### src/rtl/bitwise_pkg.sv
// bitwise_pkg: shared op encoding, widths and response record for the bitwise arbiter
package bitwise_pkg;
    localparam int DATA_W    = 32;
    localparam int TAG_MAX_W = 16;

    typedef enum logic [1:0] {
        OP_AND = 2'b00,
        OP_OR  = 2'b01,
        OP_XOR = 2'b10,
        OP_ILL = 2'b11
    } op_e;

    typedef struct packed {
        logic [DATA_W-1:0]    data;
        logic [TAG_MAX_W-1:0] tag;
        logic                 err;
    } rsp_t;
endpackage

### src/rtl/BitWise.sv
// BitWise: combinational AND / OR / XOR unit shared by the arbiter ports
module BitWise
    import bitwise_pkg::*;
(
    input  logic [DATA_W-1:0] iA,
    input  logic [DATA_W-1:0] iB,
    input  logic              iAND,
    input  logic              iORnXOR,
    output logic [DATA_W-1:0] oC
);
    assign oC = iAND ? (iA & iB) : iORnXOR ? (iA | iB) : (iA ^ iB);
endmodule

### src/rtl/bitwise_arbiter.sv
// bitwise_arbiter: two valid/ready ports sharing one BitWise unit, one grant per cycle, private response slots
// Define BITWISE_ARB_RR_EN for round-robin priority; otherwise port 0 always wins.
module bitwise_arbiter
    import bitwise_pkg::*;
#(
    parameter int TAG_W = 4
) (
    input  logic              iClk,
    input  logic              iRst,
    input  logic [1:0]        iReqV,
    output logic [1:0]        oReqR,
    input  logic [DATA_W-1:0] iReqA0,
    input  logic [DATA_W-1:0] iReqB0,
    input  logic [DATA_W-1:0] iReqA1,
    input  logic [DATA_W-1:0] iReqB1,
    input  logic [1:0]        iReqOp0,
    input  logic [1:0]        iReqOp1,
    input  logic [TAG_W-1:0]  iReqTag0,
    input  logic [TAG_W-1:0]  iReqTag1,
    output logic [1:0]        oRspV,
    input  logic [1:0]        iRspR,
    output logic [DATA_W-1:0] oRspD0,
    output logic [DATA_W-1:0] oRspD1,
    output logic [TAG_W-1:0]  oRspTag0,
    output logic [TAG_W-1:0]  oRspTag1,
    output logic [1:0]        oRspErr
);
    logic [1:0]        w_elig;
    logic [1:0]        w_gnt;
    logic              w_ptr;
    logic              w_sel;
    logic              w_ill;
    op_e               w_op;
    logic [DATA_W-1:0] w_a;
    logic [DATA_W-1:0] w_b;
    logic [DATA_W-1:0] w_c;
    logic [TAG_W-1:0]  w_tag;
    rsp_t              w_rsp;
    rsp_t              r_rsp [2];
    logic [1:0]        r_full;
    logic              w_unused_tag;

    // arbitrate between eligible ports and steer the winner into the shared unit
    always_comb begin
        w_elig   = iReqV & (~r_full | iRspR);
        w_gnt[0] = ~iRst & w_elig[0] & (~w_elig[1] | ~w_ptr);
        w_gnt[1] = ~iRst & w_elig[1] & (~w_elig[0] | w_ptr);
        w_sel    = w_gnt[1];
        w_a      = w_sel ? iReqA1 : iReqA0;
        w_b      = w_sel ? iReqB1 : iReqB0;
        w_op     = op_e'(w_sel ? iReqOp1 : iReqOp0);
        w_tag    = w_sel ? iReqTag1 : iReqTag0;
        w_ill    = (w_op == OP_ILL);
        w_rsp    = '{data: w_ill ? '0 : w_c, tag: TAG_MAX_W'(w_tag), err: w_ill};
    end

    BitWise u_bitwise (
        .iA      (w_a),
        .iB      (w_b),
        .iAND    (w_op == OP_AND),
        .iORnXOR (w_op == OP_OR),
        .oC      (w_c)
    );

    // a slot fills on its transfer edge, empties on drain, and a same-cycle refill wins
    always_ff @(posedge iClk) begin
        if (iRst) begin
            r_full   <= '0;
            r_rsp[0] <= '0;
            r_rsp[1] <= '0;
        end else begin
            for (int p = 0; p < 2; p++) begin
                if (w_gnt[p]) begin
                    r_full[p] <= 1'b1;
                    r_rsp[p]  <= w_rsp;
                end else if (iRspR[p]) begin
                    r_full[p] <= 1'b0;
                end
            end
        end
    end

`ifdef BITWISE_ARB_RR_EN
    logic r_ptr;

    // after any grant the losing port becomes preferred
    always_ff @(posedge iClk) begin
        if (iRst) r_ptr <= 1'b0;
        else if (|w_gnt) r_ptr <= w_gnt[0];
    end

    assign w_ptr = r_ptr;
`else
    assign w_ptr = 1'b0;
`endif

    assign oReqR        = w_gnt;
    assign oRspV        = r_full;
    assign oRspD0       = r_rsp[0].data;
    assign oRspD1       = r_rsp[1].data;
    assign oRspTag0     = r_rsp[0].tag[TAG_W-1:0];
    assign oRspTag1     = r_rsp[1].tag[TAG_W-1:0];
    assign oRspErr      = {r_rsp[1].err, r_rsp[0].err};
    assign w_unused_tag = ^{r_rsp[0].tag, r_rsp[1].tag};
endmodule

### config.mk
export PLATFORM = sky130hd
export DESIGN_NAME = bitwise_arbiter
export DESIGN_NICKNAME = d
export VERILOG_FILES = /design/src/rtl/bitwise_pkg.sv /design/src/rtl/BitWise.sv /design/src/rtl/bitwise_arbiter.sv
export SDC_FILE = /design/constraint.sdc
export NUM_CORES = 1
export LEC_CHECK = 0
export CORE_ASPECT_RATIO = 1.5
export CORE_MARGIN = 10
export CORE_UTILIZATION = 42
export CTS_CLUSTER_SIZE = 24
export DETAILED_ROUTE_END_ITERATION = 10
export PLACE_DENSITY = 0.87
export SLEW_MARGIN = 40
export SYNTH_ARGS = -nofsm -noshare
export SYNTH_HDL_FRONTEND = slang
export SYNTH_SLANG_ARGS = --single-unit
### constraint.sdc
create_clock -name iClk -period 2.99 [get_ports iClk]
set_input_delay 0.598 -clock iClk [delete_from_list [all_inputs] [get_ports iClk]]
set_output_delay 0.598 -clock iClk [all_outputs]
set_load 0.05 [all_outputs]
==> flow_summary.json, run 1 <==
{
  "rows": 56,
  "cts.path.max_buffers": 2,
  "final_area_um2": 10500,
  "ctsHtreeMaxLevel": 3,
  "hp-class": "primary input to flip-flop",
  "drtIter0Drc": 350,
  "crit_path_end_kind": "flip-flop",
  "cp_max_fo": 6,
  "antenna_found_initial": 0,
  "ys_top_cells_by_area": "edfxtp_1 (34%), mux2i_1 (19%), ha_1 (12%)",
  "syn-mean-instance-area_um2": 9.95,
  "final.setup.tns_ps": 0,
  "start_kind": "primary input",
  "hold_viol": 0,
  "setup_viol": 0,
  "fp.dieArea_um2": 21200,
  "synth_edf_count": 74,
  "first_global_vias": 6337,
  "fp.coreArea_um2": 15500,
  "routedWlPerCell_um": 19.4,
  "drc_errors": 0,
  "fin_crit_ps": 2900,
  "cts.sinks": 76,
  "synth_warnings": 0,
  "final_cell_mix": "clkdlybuf4s50_1 (212), mux2i_1 (114), buf_4 (78)",
  "timing.final.crit_share_pct": 97.1,
  "die_w_um": 122,
  "finalNetCount": 1148,
  "synth.distinct_cells": 28,
  "synth_top_cell_by_area": "edfxtp_1",
  "tightestPinTransition_ps": 573,
  "syn-instance-count": 661,
  "vias": 6038,
  "tritoncts": "yes",
  "drive_above_1_share_pct": 22.2,
  "cap_violations": 0,
  "async_reset_ff_share_pct": 0,
  "place_area_um2": 9540,
  "r2r-start": "oRspV[1]$_SDFFE_PP0P_",
  "vias_per_cell": 5.27,
  "use_met1_pct": 20.5,
  "firstDrtPassIters": 7,
  "status": "completed",
  "portBuffers": 223,
  "fmax_mhz": 344,
  "grt_pass1_wl_mm": 33.1,
  "clkTransAtPathRegs_ps": 70,
  "grt_usage_pct": 19.5,
  "start_util_pct": 42.5,
  "maxSlewHeadroom_pct": 61.7,
  "synth_top_area_share_pct": 33.8,
  "synthesis.area_um2": 6570,
  "grt-busiest-layer": "met2",
  "ant_nets": 0,
  "min_from": "iRspR[1]",
  "ys_seq_elements": 76,
  "use_met3_pct": 3.59,
  "critPathKind": "primary input to flip-flop",
  "grt_max_degree": 37,
  "whs_ps": 626,
  "cp.arrival_ps": 3010,
  "die_h_um": 173,
  "ys.flop_type": "edfxtp_1",
  "io_pins": 224,
  "critPathLaunch": "iRspR[0]",
  "layout_commonest_cell": "clkdlybuf4s50_1",
  "cts-root-buf": "clkbuf_16",
  "skew_ps": 14.5,
  "n_antenna_cell": 0,
  "cts_made_buffers": 9,
  "final_max_slew_viol_count": 0,
  "grt_use_met2_pct": 35.5,
  "dp_hpwl_mm": 15.0,
  "yosysSeqAreaShare_pct": 34.4,
  "syn2layout_area_growth_pct": 60.0,
  "gp_congestion": 0.797,
  "routed_wl_mm": 22.2,
  "vdd_drop_max_mv": 0.293,
  "clk_latency_ps": 340,
  "power_density_nw_per_um2": 411,
  "leakagePower_nw": 4.26,
  "synth_fp_nets": 871,
  "critPathRequiredTime_ps": 3100,
  "rsz0062_at_grt": "false",
  "grt_overflow": 0,
  "fin_util_pct": 67.9
}
-- through the flow --
step	std cells	power, mW	worst slack (ps)
after floorplan	661	2.26	-4.36
after global placement	1110	2.88	-555
after detailed placement	1110	2.91	-601
after CTS	1137	4.25	-65.1
after global routing	1146	4.48	28.1
final	1146	4.32	87.1
-- final cells by class --
class,count,area [um2]
clock buffer,9,225
clock inverter,7,124
fill,1062,4960
inverter,67,251
multi-input combinational,466,4230
sequential,76,2260
tap,203,254
timing repair buffer,318,3180
-- cell usage after synthesis, drive strengths merged (3+ instances only) --
library cell / number
a22o: 4
nor4b: 31
mux2i: 124
a22oi: 3
buf: 19
edfxtp: 74
nor3: 62
clkbuf: 33
nand2b: 63
nor2b: 3
nand2: 66
mux2: 34
ha: 64
inv: 67
-- per-layer routing --
metal / vias up / wire length [um]
met5: - / 0
met4: 0 / 920
met3: 57 / 1320
met2: 237 / 12000
met1: 2882 / 8030
li1: 2862 / -
-- sequential cells by signal (all words and copies together), names as in the netlist --
| register | count |
|---|---|
| r_rsp | 74 |
| oRspV | 2 |
-- power by group --
| group | internal [mW] | leakage [nW] | switching, mW |
|---|---|---|---|
| Combinational | 0.775 | 3.29 | 0.912 |
| Sequential | 1.30 | 0.803 | 0.0331 |
| Clock | 0.822 | 0.166 | 0.479 |
-- path summary, 6_finish.rpt --
check / endpoint / slack (ps) / cells past startpoint
worst max-delay path: r_rsp[0][62]$_DFFE_PP_ / 90 / 11
worst min-delay path: oRspV[1]$_SDFFE_PP0P_ / 630 / 3
worst max register to register: r_rsp[0][62]$_DFFE_PP_ / 160 / 10
worst min register to register: oRspV[0]$_SDFFE_PP0P_ / 640 / 3
-- critical path, stage by stage --
cell	delay (ps)
dlymetal6s2s_1	130
nand2b_4	150
a2111oi_4	380
buf_4	200
buf_12	160
buf_12	140
mux2_2	350
ha_1	300
nand2b_1	100
mux2i_1	90
nor4b_2	430
-- cell families (layout without fill, tap and decap cells) --
group                    count (synthesis)  after routing  synth area share, %
AO/OA/AOI/OAI                           12             12                 1.69
adder cells (fa/ha/maj)                 64             64                 12.2
buffers and inverters                  119            401                 7.48
flip-flops                              76             76                 34.4
multiplexers                           158            158                 24.7
AND/OR/NAND/NOR                        232            232                 19.5
-- timing repair --
action,in CTS,in global routing
resized for setup,37,39
pin swaps,4,11
endpoints found under the hold margin,0,0
setup endpoints to repair,64,64
cloned,2,1
hold buffers,0,0
setup buffers,9,8
Power figures use the tool's default switching activity.
==> run 2: changes to the inputs <==
clock period = 2.5 ns   (was 2.99 ns; I/O delays follow)
==> run 2 against run 1 <==
The flow now finishes with violations (negative setup slack). Clock-buffer cell count unchanged. Sequential share of layout area decreased by 1.6 points. Clock power is 3% higher. Setup slack got worse by 300 ps. Critical path depth unchanged. Flip-flop and latch count unchanged. Critical path type is now flip-flop to flip-flop.
==> flow_summary.json, run 2 (synthesized netlist as in run 1, its figures left out) <==
{
  "status": "complete, but fails checks",
  "failed_checks": "negative setup slack",
  "final.setup.tns_ps": -6630,
  "cp_max_fo": 5,
  "portBuffers": 223,
  "power.share.switching_pct": 34.5,
  "min_from": "iRspR[0]",
  "finalNetCount": 1172,
  "cts.path.max_buffers": 2,
  "final_area_um2": 11400,
  "syn2layout_area_growth_pct": 72.7,
  "crit_path_end_kind": "flip-flop",
  "cts-root-buf": "clkbuf_16",
  "cap_violations": 0,
  "vdd_drop_max_mv": 0.277,
  "internal_power_mw": 3.42,
  "setup_slack_ps": -209,
  "cp.arrival_ps": 2850,
  "whs_ps": 575,
  "die_h_um": 173,
  "fin_util_pct": 73.3,
  "drtIter0Drc": 392,
  "setup_viol": 62,
  "power_frac_clock_pct": 25.7,
  "rsz0062_at_grt": "true",
  "whs_path_depth": 4,
  "start_kind": "flip-flop",
  "instances_no_fill": 1170,
  "fin_crit_ps": 2710,
  "io_pins": 224,
  "n_antenna_cell": 0,
  "die_w_um": 122,
  "reg2regPathDepth": 11,
  "grt_usage_pct": 21.6,
  "r2r-start": "oRspV[0]$_SDFFE_PP0P_",
  "leakagePower_nw": 4.54,
  "vias_per_cell": 5.42,
  "firstDrtPassIters": 5,
  "ant_nets": 0,
  "layout_commonest_cell": "clkdlybuf4s50_1",
  "antenna_found_initial": 0,
  "cts_made_buffers": 9,
  "ctsHtreeMaxLevel": 3,
  "largest_reg_flops": 74,
  "routed_wl_mm": 24.6,
  "maxSlewHeadroom_pct": 58.9,
  "dp_slack_ps": -914,
  "dp.cells": 1123,
  "power_mw": 5.22,
  "p_seq_share_pct": 30.5,
  "critPathKind": "flip-flop to flip-flop",
  "vias": 6340,
  "cts.sinks": 76,
  "fp.dieArea_um2": 21200,
  "timing.final.crit_share_pct": 108,
  "drive_above_1_share_pct": 32.2,
  "hold_viol": 0,
  "regToRegSetupSlack_ps": -210,
  "start_util_pct": 42.5,
  "grt_max_degree": 38,
  "rows": 56,
  "top_register": "r_rsp",
  "routedWlPerCell_um": 21.0,
  "skew_ps": 5.92,
  "fmax_mhz": 369,
  "hold_buffers": 0,
  "grt_pass1_wl_mm": 36.2,
  "critPathRequiredTime_ps": 2640,
  "final_max_slew_viol_count": 0,
  "gp_congestion": 0.814,
  "tightestPinTransition_ps": 615,
  "drc_errors": 0,
  "tritoncts": "yes",
  "r2r_end": "r_rsp[0][27]$_DFFE_PP_",
  "power_density_nw_per_um2": 460,
  "place_area_um2": 9730,
  "fp.coreArea_um2": 15500,
  "clkTransAtPathRegs_ps": 70,
  "switchingPower_mw": 1.80,
  "first_global_vias": 6792,
  "hp-class": "primary input to flip-flop",
  "final_cell_mix": "clkdlybuf4s50_1 (212), mux2i_1 (94), buf_4 (93)",
  "grt_overflow": 0,
  "p_comb_share_pct": 43.8,
  "hold_end": "oRspV[0]$_SDFFE_PP0P_",
  "dp_hpwl_mm": 16.0,
  "clk_latency_ps": 340
}
[run 2: layout make-up]
class / instances / area [um2]
clock buffer: 9 / 225
fill: 949 / 4130
inverter: 67 / 251
sequential: 76 / 2260
clock inverter: 7 / 75.1
tap: 203 / 254
timing repair buffer: 342 / 3410
multi-input combinational: 466 / 4880
[run 2: power by group through the flow]
stage / registers [mW] / clock network (mW) / logic [mW]
CTS: 1.59 / 1.36 / 2.10
global route: 1.60 / 1.43 / 2.41
finish: 1.59 / 1.34 / 2.29
global placement: 1.62 / 0 / 1.86
detailed placement: 1.62 / 0 / 1.91
floorplan: 2.07 / 0 / 0.676
[run 2: worst max path at each step]
stage / start / end / slack [ps] / depth (start not counted)
after floorplan: iRspR[0] / r_rsp[0][22]$_DFFE_PP_ / -150 / 9
after global placement: iRspR[0] / r_rsp[0][36]$_DFFE_PP_ / -890 / 11
after detailed placement: iRspR[0] / r_rsp[0][45]$_DFFE_PP_ / -910 / 10
after CTS: oRspV[1]$_SDFFE_PP0P_ / r_rsp[0][20]$_DFFE_PP_ / -220 / 13
after global routing: oRspV[0]$_SDFFE_PP0P_ / r_rsp[0][27]$_DFFE_PP_ / -340 / 11
final: oRspV[0]$_SDFFE_PP0P_ / r_rsp[0][27]$_DFFE_PP_ / -210 / 11
[run 2: layer usage]
layer | track usage (%) | part of all wire [%] | vias up
li1 | - | - | 2913
met1 | 21.6 | 34 | 3060
met2 | 39.9 | 55 | 286
met3 | 4.89 | 6.2 | 81
met4 | 11.6 | 5.3 | 0
met5 | 0 | 0 | -
[run 2: critical path, stage by stage (launching register included)]
cell and delay [ps]:
dfxtp_2 350, nand2b_4 70, a2111oi_4 370, buf_4 200, buf_12 140, buf_4 160
mux2i_2 270, inv_1 130, ha_4 280, nand2b_4 120, mux2i_2 80, nor4b_2 330
[run 2: what timing repair did]
| action | 4_1_cts | 5_1_grt |
|---|---|---|
| endpoints found under the setup margin | 65 | 64 |
| gates cloned | 5 | 1 |
| pin swaps | 12 | 22 |
| buffers inserted | 18 | 15 |
| resized for setup | 105 | 78 |
==> run 3: changes to the inputs <==
CORE_ASPECT_RATIO = 2   (was 1.5)
==> run 3 against run 2 <==
Flip-flop and latch count is the same. First-iteration DRC count is 6.1% higher. Register-to-register slack lost 80 ps. The run still ends with negative setup slack left. Largest power group unchanged. Global-route usage up 0.83 points. Highest routed layer unchanged.
==> flow_summary.json, run 3 (synthesized netlist as in run 1, its figures left out) <==
{
  "status": "complete, but fails checks",
  "failed_checks": "negative setup slack",
  "final_cell_mix": "clkdlybuf4s50_1 (212), buf_4 (114), mux2i_1 (83)",
  "tritoncts": "yes",
  "min_from": "iRst",
  "start_util_pct": 42.8,
  "drc_errors": 0,
  "hold_viol": 0,
  "cts.sinks": 76,
  "finalNetCount": 1196,
  "rows": 64,
  "leakagePower_nw": 4.73,
  "fp.coreArea_um2": 15400,
  "first_global_vias": 6953,
  "fmax_mhz": 358,
  "maxSlewHeadroom_pct": 58.8,
  "die_h_um": 197,
  "routed_wl_mm": 27.3,
  "final_area_um2": 11800,
  "instances_no_fill": 1191,
  "clk_latency_ps": 350,
  "drtIter0Drc": 416,
  "grt_max_degree": 39,
  "power_frac_clock_pct": 23.7,
  "routedWlPerCell_um": 22.9,
  "top_register": "r_rsp",
  "fin_crit_ps": 2790,
  "reg2regPathDepth": 11,
  "dp_hpwl_mm": 16.9,
  "crit_path_end_kind": "flip-flop",
  "final_max_slew_viol_count": 0,
  "critPathKind": "flip-flop to flip-flop",
  "regArea_um2": 2260,
  "largest_reg_flops": 74,
  "rsz0062_at_grt": "true",
  "p_seq_share_pct": 30.2,
  "gp_congestion": 0.840,
  "dp_slack_ps": -961,
  "hold_end": "oRspV[0]$_SDFFE_PP0P_",
  "fp.dieArea_um2": 21400,
  "cts-root-buf": "clkbuf_16",
  "vias": 6667,
  "cp.arrival_ps": 2880,
  "place_area_um2": 9710,
  "grt_pass1_wl_mm": 37.2,
  "p_comb_share_pct": 46.1,
  "cts.path.max_buffers": 2,
  "layout_commonest_cell": "clkdlybuf4s50_1",
  "r2r_end": "r_rsp[0][67]$_DFFE_PP_",
  "grt_overflow": 0,
  "cap_violations": 0,
  "timing.final.crit_share_pct": 112,
  "antenna_found_initial": 2,
  "internal_power_mw": 3.44,
  "ant_nets": 0,
  "r2r-start": "oRspV[0]$_SDFFE_PP0P_",
  "dp.cells": 1116,
  "io_pins": 224,
  "power_mw": 5.30,
  "skew_ps": 8.12,
  "power.share.switching_pct": 35.1,
  "start_kind": "flip-flop",
  "die_w_um": 108,
  "cts_made_buffers": 9,
  "hp-class": "primary input to flip-flop",
  "setup_slack_ps": -289,
  "critPathRequiredTime_ps": 2590,
  "portBuffers": 223,
  "tightestPinTransition_ps": 616,
  "clkTransAtPathRegs_ps": 50,
  "power_density_nw_per_um2": 448,
  "drive_above_1_share_pct": 37.1,
  "num-fill-cells": 844,
  "hold_buffers": 0,
  "syn2layout_area_growth_pct": 80.2,
  "setup_viol": 64,
  "cp_max_fo": 7,
  "ctsHtreeMaxLevel": 3,
  "firstDrtPassIters": 5,
  "multi_input_area_um2": 5200,
  "whs_path_depth": 3,
  "regToRegSetupSlack_ps": -290,
  "grt_usage_pct": 22.5,
  "vias_per_cell": 5.60,
  "vdd_drop_max_mv": 0.343,
  "switchingPower_mw": 1.86
}
## run 3: power by group through the flow
stage | Clock, mW | Combinational [mW] | Sequential (mW)
5_1_grt | 1.32 | 2.55 | 1.61
2_1_floorplan | 0 | 0.676 | 2.07
3_3_place_gp | 0 | 1.87 | 1.62
4_1_cts | 1.25 | 2.13 | 1.60
3_5_place_dp | 0 | 1.92 | 1.62
6_report | 1.26 | 2.44 | 1.60
## run 3: area by class of cell
cell class | count | share of cell area [%]
clock inverters | 4 | 0.211
flip-flops and latches | 76 | 19.1
diodes | 2 | 0.0423
repair buffers | 366 | 30.4
clock buffers | 12 | 2.17
well taps | 198 | 2.09
multi-input cells | 466 | 43.9
inverters | 67 | 2.12
## run 3: repair_timing
item	CTS	global route
buffers inserted	22	39
pin swaps	5	21
endpoints found under the setup margin	64	64
gates cloned	3	0
gates resized for setup	135	120
## run 3: metal layers
layer / wire [um] / global-route usage, % / share of wire, % / up-vias
met1: 8710 / 20.5 / 32 / 3284
li1: - / - / - / 2954
met5: 0 / 0 / 0 / -
met4: 1660 / 13.7 / 6.1 / 0
met3: 1550 / 4.64 / 5.7 / 111
met2: 15300 / 43.0 / 56 / 318
## run 3: worst max path at each step
stage	from	to	slack, ps
detailed placement	iRspR[1]	r_rsp[0][20]$_DFFE_PP_	-960
finish	oRspV[0]$_SDFFE_PP0P_	r_rsp[0][67]$_DFFE_PP_	-290
floorplan	iRspR[0]	r_rsp[0][22]$_DFFE_PP_	-150
CTS	oRspV[0]$_SDFFE_PP0P_	r_rsp[0][32]$_DFFE_PP_	-100
global placement	iRspR[1]	r_rsp[0][57]$_DFFE_PP_	-870
global route	oRspV[0]$_SDFFE_PP0P_	r_rsp[0][45]$_DFFE_PP_	-390
## run 3: critical path, cell delays in order (launching register included)
cell and delay, ps:
dfxtp_2 350, nand2b_4 70, a2111oi_4 350, buf_6 170, buf_12 130, buf_12 140, buf_8 130, mux2_2 360
ha_1 250, nor3_2 280, mux2i_1 110, nor4b_2 180
## run 3: metrics by stage
step	hold WS [ps]	setup TNS, ps	utilization (%)
global route	663	-17080	77.0
floorplan	562	-7600	-
CTS	617	-2410	70.9
global placement	608	-53680	63.2
detailed placement	610	-59240	63.2
finish	656	-10110	77.0
